[config.mk]
export PLATFORM = sky130hd
export DESIGN_NAME = x_stream_gen_flat
export DESIGN_NICKNAME = d
export VERILOG_FILES = /design/src/rtl/x_stream_gen_pkg.sv /design/src/rtl/x_stream_gen_if.sv /design/src/rtl/x_stream_gen.sv /design/src/flat_wrapper.sv
export SDC_FILE = /design/constraint.sdc
export NUM_CORES = 1
export LEC_CHECK = 0
export CAP_MARGIN = 40
export CELL_PAD_IN_SITES_DETAIL_PLACEMENT = 0
export CELL_PAD_IN_SITES_GLOBAL_PLACEMENT = 1
export CORE_MARGIN = 2
export CORE_UTILIZATION = 42
export DETAILED_ROUTE_END_ITERATION = 16
export GPL_ROUTABILITY_DRIVEN = 1
export GPL_TIMING_DRIVEN = 0
export HOLD_SLACK_MARGIN = 0.1
export PLACE_DENSITY_LB_ADDON = 0.1
export SYNTH_ARGS = -nofsm -noshare
export SYNTH_HDL_FRONTEND = slang
export SYNTH_SLANG_ARGS = --single-unit
[constraint.sdc]
create_clock -name clk -period 2.2 [get_ports clk]
set_input_delay 0.22 -clock clk [delete_from_list [all_inputs] [get_ports clk]]
set_output_delay 0.22 -clock clk [all_outputs]
set_load 0.03 [all_outputs]
[src/rtl/x_stream_gen_pkg.sv]
// Shared types and default sizes for the x_stream_gen serial stimulus source.
package x_stream_pkg;

    typedef enum logic [1:0] {
        IDLE  = 2'd0,
        SHIFT = 2'd1,
        DONE  = 2'd2
    } x_stream_state_t;

    localparam int DEF_WIDTH = 8;
    localparam int DEF_CNT_W = 4;

endpackage

[src/rtl/x_stream_gen_if.sv]
// Control/stream bundle between a pattern controller (master) and x_stream_gen (slave).
interface x_stream_gen_if
    import x_stream_pkg::*;
#(
    parameter int WIDTH = DEF_WIDTH,
    parameter int LEN_W = $clog2(WIDTH) + 1,
    parameter int CNT_W = DEF_CNT_W
);
    logic             start;
    logic             abort;
    logic [WIDTH-1:0] pattern;
    logic [LEN_W-1:0] len;
    logic [CNT_W-1:0] repeat_cnt;
    logic             x;
    logic             valid;
    logic             busy;
    logic             done;
    logic             err;

    modport master (
        output start, abort, pattern, len, repeat_cnt,
        input  x, valid, busy, done, err
    );

    modport slave (
        input  start, abort, pattern, len, repeat_cnt,
        output x, valid, busy, done, err
    );

endinterface

[src/rtl/x_stream_gen.sv]
// Serial pattern source: sends pattern[len-1:0] MSB-first, (repeat_cnt+1) times, registered outputs.
// Optional X_STREAM_GEN_PARITY_EN appends an even-parity bit after every repetition.
module x_stream_gen
    import x_stream_pkg::*;
#(
    parameter int WIDTH = DEF_WIDTH,
    parameter int LEN_W = $clog2(WIDTH) + 1,
    parameter int CNT_W = DEF_CNT_W
) (
    input  logic          clk,
    input  logic          reset,
    x_stream_gen_if.slave bus
);

    localparam int               IDX_W   = $clog2(WIDTH);
    localparam logic [LEN_W-1:0] MAX_LEN = LEN_W'(WIDTH);
    localparam logic [LEN_W-1:0] ONE     = LEN_W'(1);

    x_stream_state_t  state_reg, state_next;
    logic [WIDTH-1:0] pat_reg, pat_next;
    logic [LEN_W-1:0] len_reg, len_next;
    logic [LEN_W-1:0] idx_reg, idx_next;
    logic [CNT_W-1:0] rep_reg, rep_next;
    logic             x_reg, x_next;
    logic             valid_reg, valid_next;
    logic             busy_reg, busy_next;
    logic             done_reg, done_next;
    logic             err_reg, err_next;
`ifdef X_STREAM_GEN_PARITY_EN
    logic             par_phase_reg, par_phase_next;
    logic             par_acc_reg, par_acc_next;
`endif

    logic len_ok;
    logic start_bit;
    logic adv_bit;
    logic reload_bit;
    logic last_bit;

    assign len_ok     = (bus.len != '0) && (bus.len <= MAX_LEN);
    assign start_bit  = bus.pattern[IDX_W'(bus.len - ONE)];
    assign adv_bit    = pat_reg[IDX_W'(idx_reg - ONE)];
    assign reload_bit = pat_reg[IDX_W'(len_reg - ONE)];

    // idx_reg is the position of the bit currently on x; the stream ends once
    // bit 0 (and its parity bit, if enabled) of the last repetition has been shown.
`ifdef X_STREAM_GEN_PARITY_EN
    assign last_bit = par_phase_reg && (rep_reg == '0);
`else
    assign last_bit = (idx_reg == '0) && (rep_reg == '0);
`endif

    always_ff @(posedge clk or negedge reset) begin
        if (!reset) begin
            state_reg     <= IDLE;
            pat_reg       <= '0;
            len_reg       <= '0;
            idx_reg       <= '0;
            rep_reg       <= '0;
            x_reg         <= 1'b0;
            valid_reg     <= 1'b0;
            busy_reg      <= 1'b0;
            done_reg      <= 1'b0;
            err_reg       <= 1'b0;
`ifdef X_STREAM_GEN_PARITY_EN
            par_phase_reg <= 1'b0;
            par_acc_reg   <= 1'b0;
`endif
        end else begin
            state_reg     <= state_next;
            pat_reg       <= pat_next;
            len_reg       <= len_next;
            idx_reg       <= idx_next;
            rep_reg       <= rep_next;
            x_reg         <= x_next;
            valid_reg     <= valid_next;
            busy_reg      <= busy_next;
            done_reg      <= done_next;
            err_reg       <= err_next;
`ifdef X_STREAM_GEN_PARITY_EN
            par_phase_reg <= par_phase_next;
            par_acc_reg   <= par_acc_next;
`endif
        end
    end

    always_comb begin
        state_next = state_reg;
        case (state_reg)
            SHIFT: begin
                if (bus.abort) begin
                    state_next = IDLE;
                end else if (last_bit) begin
                    state_next = DONE;
                end
            end
            default: begin
                state_next = (bus.start && len_ok) ? SHIFT : IDLE;
            end
        endcase
    end

    always_comb begin
        pat_next       = pat_reg;
        len_next       = len_reg;
        idx_next       = idx_reg;
        rep_next       = rep_reg;
        x_next         = 1'b0;
        valid_next     = 1'b0;
        busy_next      = 1'b0;
        done_next      = 1'b0;
        err_next       = 1'b0;
`ifdef X_STREAM_GEN_PARITY_EN
        par_phase_next = par_phase_reg;
        par_acc_next   = par_acc_reg;
`endif
        case (state_reg)
            SHIFT: begin
                if (!bus.abort) begin
                    if (idx_reg != '0) begin
                        idx_next   = idx_reg - ONE;
                        x_next     = adv_bit;
                        valid_next = 1'b1;
                        busy_next  = 1'b1;
`ifdef X_STREAM_GEN_PARITY_EN
                        par_acc_next = par_acc_reg ^ adv_bit;
                    end else if (!par_phase_reg) begin
                        par_phase_next = 1'b1;
                        x_next         = par_acc_reg;
                        valid_next     = 1'b1;
                        busy_next      = 1'b1;
`endif
                    end else if (rep_reg != '0) begin
                        // Back-to-back reload: next repetition starts without a gap cycle.
                        rep_next   = rep_reg - 1'b1;
                        idx_next   = len_reg - ONE;
                        x_next     = reload_bit;
                        valid_next = 1'b1;
                        busy_next  = 1'b1;
`ifdef X_STREAM_GEN_PARITY_EN
                        par_phase_next = 1'b0;
                        par_acc_next   = reload_bit;
`endif
                    end else begin
                        done_next = 1'b1;
                    end
                end
            end
            default: begin
                if (bus.start) begin
                    if (len_ok) begin
                        pat_next   = bus.pattern;
                        len_next   = bus.len;
                        idx_next   = bus.len - ONE;
                        rep_next   = bus.repeat_cnt;
                        x_next     = start_bit;
                        valid_next = 1'b1;
                        busy_next  = 1'b1;
`ifdef X_STREAM_GEN_PARITY_EN
                        par_phase_next = 1'b0;
                        par_acc_next   = start_bit;
`endif
                    end else begin
                        err_next = 1'b1;
                    end
                end
            end
        endcase
    end

    assign bus.x     = x_reg;
    assign bus.valid = valid_reg;
    assign bus.busy  = busy_reg;
    assign bus.done  = done_reg;
    assign bus.err   = err_reg;

endmodule
[src/flat_wrapper.sv]
// flat-port wrapper written by rule: the top's interface ports become plain ports
module x_stream_gen_flat import x_stream_pkg::*;
#(
    parameter int WIDTH = DEF_WIDTH,
    parameter int LEN_W = $clog2(WIDTH) + 1,
    parameter int CNT_W = DEF_CNT_W
)
  (clk, reset, bus_start, bus_abort, bus_pattern, bus_len, bus_repeat_cnt, bus_x, bus_valid, bus_busy, bus_done, bus_err);
  x_stream_gen_if #(.WIDTH(WIDTH), .LEN_W(LEN_W), .CNT_W(CNT_W)) bus_i ();
  input  logic clk;
  input  logic reset;
  input wire logic [$bits(bus_i.start)-1:0] bus_start;
  input wire logic [$bits(bus_i.abort)-1:0] bus_abort;
  input wire logic [$bits(bus_i.pattern)-1:0] bus_pattern;
  input wire logic [$bits(bus_i.len)-1:0] bus_len;
  input wire logic [$bits(bus_i.repeat_cnt)-1:0] bus_repeat_cnt;
  output wire logic [$bits(bus_i.x)-1:0] bus_x;
  output wire logic [$bits(bus_i.valid)-1:0] bus_valid;
  output wire logic [$bits(bus_i.busy)-1:0] bus_busy;
  output wire logic [$bits(bus_i.done)-1:0] bus_done;
  output wire logic [$bits(bus_i.err)-1:0] bus_err;
  assign bus_i.start = bus_start;
  assign bus_i.abort = bus_abort;
  assign bus_i.pattern = bus_pattern;
  assign bus_i.len = bus_len;
  assign bus_i.repeat_cnt = bus_repeat_cnt;
  assign bus_x = bus_i.x;
  assign bus_valid = bus_i.valid;
  assign bus_busy = bus_i.busy;
  assign bus_done = bus_i.done;
  assign bus_err = bus_i.err;
  x_stream_gen #(.WIDTH(WIDTH), .LEN_W(LEN_W), .CNT_W(CNT_W)) u_core (.clk(clk), .reset(reset), .bus(bus_i));
endmodule
==> impl_metrics.csv <==
group,metric,value,unit
logic_synthesis,yosys.area.top_type,"dfrtp_1",
logic_synthesis,synth_warnings,0,
setup_path,critical_path_arrival,2.16,ns
timing,fin_crit_sh,0.906,
outcome,outcome,"complete, no violations",
logic_synthesis,synth_edf_count,0,
grt,antenna_found_initial,0,
logic_synthesis,synth.cell_area,1630,sq um
grt,grt_pass1_vias,1185,
routing,drt-total-wl,3.35,mm
cts,insertion_delay,0.28,ns
timing,max_freq,502,MHz
final_layout,nets,195,
timing,post-route-min-period,1.99,ns
logic_synthesis,synth-seq-cells,26,
placement,dp_hpwl,2.58,mm
logic_synthesis,synth.avg_cell_area,11.7,sq um
routing,drt_iter0_drc,59,
logic_synthesis,synth_cell_types,43,
routing,drcViolationCount,0,
logic_synthesis,yosysTopAreaCellShare,0.400,
setup_path,rr_startpoint,"u_core.idx_reg[0]$_DFFE_PN0P_",
worst_hold_path,holdCritPathClass,"in -> async",
placement,io_buffers,24,
logic_synthesis,yosys-top-cells-area,"dfrtp_1 (40%), mux2_4 (5.5%), mux4_2 (5.5%), ha_1 (3.8%), mux2i_1 (3.7%)",
final_layout,antenna_cells,0,
logic_synthesis,synth_ff_type,"dfrtp_1",
placement,place_inst,212,
placement,gp_congestion,0.775,
die,die_h,66.2,um
setup_path,start_kind,"flip-flop",
logic_synthesis,synthesis.nets,164,
final_layout,area_growth,25.3,%
cts,cts_root_buf,"clkbuf_8",
timing,hold_ws,0.331,ns
setup_path,critPathLaunch,"u_core.idx_reg[0]$_DFFE_PN0P_",
setup_path,r2r_end,"u_core.rep_reg[0]$_DFFE_PN0P_",
flow_run,cap_viol_max_count,0,
setup_path,worst-path-max-fanout,8,
cts,clock_path_buffers,2,
placement,place_area,1950,sq um
logic_synthesis,synth_cells,139,
setup_path,rrSetupSlack,0.21,ns
timing,tightest_slew,0.646,ns
setup_path,critical_path_class,"reg -> reg",
logic_synthesis,synth-seq-area-share,0.400,
cts,clkTransAtPathRegs,0.09,ns
power,p_leak,0.000888,uW
cts,h-tree-depth,1,
final_layout,mostFrequentLayoutCell,"dfrtp_1",
power,powerDensity,1020,nW/um^2
setup_path,reg2regPathDepth,7,
final_layout,drive_gt1_frac,0.201,
timing,fin_skew,0.00325,ns
grt,grt_max_degree,16,
timing,hold_viol,0,
timing,final-setup-viol-count,0,
cts,cts_tree,"yes",
die,die_area,4390,sq um
power,max-vdd-ir-drop,0.457,mV
setup_path,end_kind,"flip-flop",
die,initial_core_util,0.441,
final_layout,final_cell_mix,"dfrtp_1 (26), clkdlybuf4s50_1 (23), inv_1 (10), nor2_1 (10), nand2_1 (9)",
grt,grt_remaining_overflow,0,
final_layout,design_area,2040,sq um
timing,max_slew_margin,0.568,
routing,ant_nets,0,
die,die_w,66.2,um
routing,drt_pass1_iterations,4,
setup_path,crit_required,2.36,ns
final_layout,largest_reg_flops,8,
die,io_pins,25,
timing,slew_viol_final,0,
routing,wire_per_inst,15.4,um
grt,track_usage,0.177,
final_layout,layout.cells.non_filler,217,
die,fp-row-count,22,
grt,grt_first_pass_wirelength,5.78,mm
timing,rsz0062_at_grt,"false",
routing,vias,1176,
cts,numCtsBuffers,3,
logic_synthesis,async_reset_ff_frac,1.00,
die,core_area,3690,sq um
cts,cts.sinks,26,
routing,vias_per_cell,5.42,
[synth_stat cells (all sizes together), types with 3 or more instances]
library cell	instances
a21oi	5
buf	3
dfrtp	26
ha	5
inv	11
mux2	9
mux2i	6
mux4	6
nand2	10
nor2	10
nor3	7
nor3b	4
o21ai	12
xnor2	5
[worst max path at each step]
stage                               endpoint  slack, ns
6_report       u_core.rep_reg[0]$_DFFE_PN0P_       0.21
5_1_grt        u_core.rep_reg[0]$_DFFE_PN0P_       0.03
4_1_cts        u_core.pat_reg[5]$_DFFE_PN0P_       0.09
3_5_place_dp   u_core.pat_reg[5]$_DFFE_PN0P_      -0.21
3_3_place_gp   u_core.pat_reg[4]$_DFFE_PN0P_      -0.15
2_1_floorplan  u_core.rep_reg[0]$_DFFE_PN0P_       0.42
[cells by family (layout without fill, tap and decap cells)]
group,Yosys count,count (layout),share of synthesized area
flip-flops,26,26,0.400
buffers and inverters,16,46,0.0446
adder cells (fa/ha/maj),5,5,0.0385
multiplexers,21,21,0.201
XOR/XNOR,6,6,0.0438
AND/OR/NAND/NOR,39,39,0.152
AO/OA/AOI/OAI,26,26,0.121
[critical path, cell delays in order, from the launching register on]
cell	delay, ns
dfrtp_1	0.45
inv_1	0.14
ha_2	0.25
nor3b_4	0.35
nor4b_4	0.30
a31oi_4	0.10
mux2i_1	0.20
o21ai_1	0.08
[layer usage]
layer,vias to the layer above,GRT usage,routed length [um]
li1,565,-,-
met1,578,0.242,1590
met2,28,0.288,1590
met3,5,0.0153,117
met4,0,0.0714,57
met5,-,0,0
[cell type report]
class / count / area (sq um)
Buffer: 5 / 31.3
Clock buffer: 3 / 41.3
Clock inverter: 1 / 30.0
Fill cell: 325 / 1650
Inverter: 11 / 41.3
Multi-Input combinational cell: 97 / 906
Sequential cell: 26 / 651
Tap cell: 48 / 60.1
Timing Repair Buffer: 26 / 278
[timing repair]
action / in CTS / in global routing
endpoints found under the setup margin: 0 / 4
buffers inserted: 0 / 1
hold buffers: 0 / 0
gates resized for setup: 0 / 2
[where the power goes]
part           internal, uW  switching [uW]
clock network           244             162
logic                   477             416
registers               625             157
total                  1350             735
[metrics by stage]
step | power, uW | util | setup slack (ns) | TNS (ns)
final | 2080 | 0.553 | 0.206 | 0
after global routing | 2230 | 0.553 | 0.0336 | 0
after CTS | 2080 | 0.549 | 0.0924 | 0
after detailed placement | 1670 | 0.530 | -0.205 | -1.72
after global placement | 1640 | 0.522 | -0.154 | -1.13
after floorplan | 1430 | - | 0.416 | 0
(Power assumes the default switching activity.)
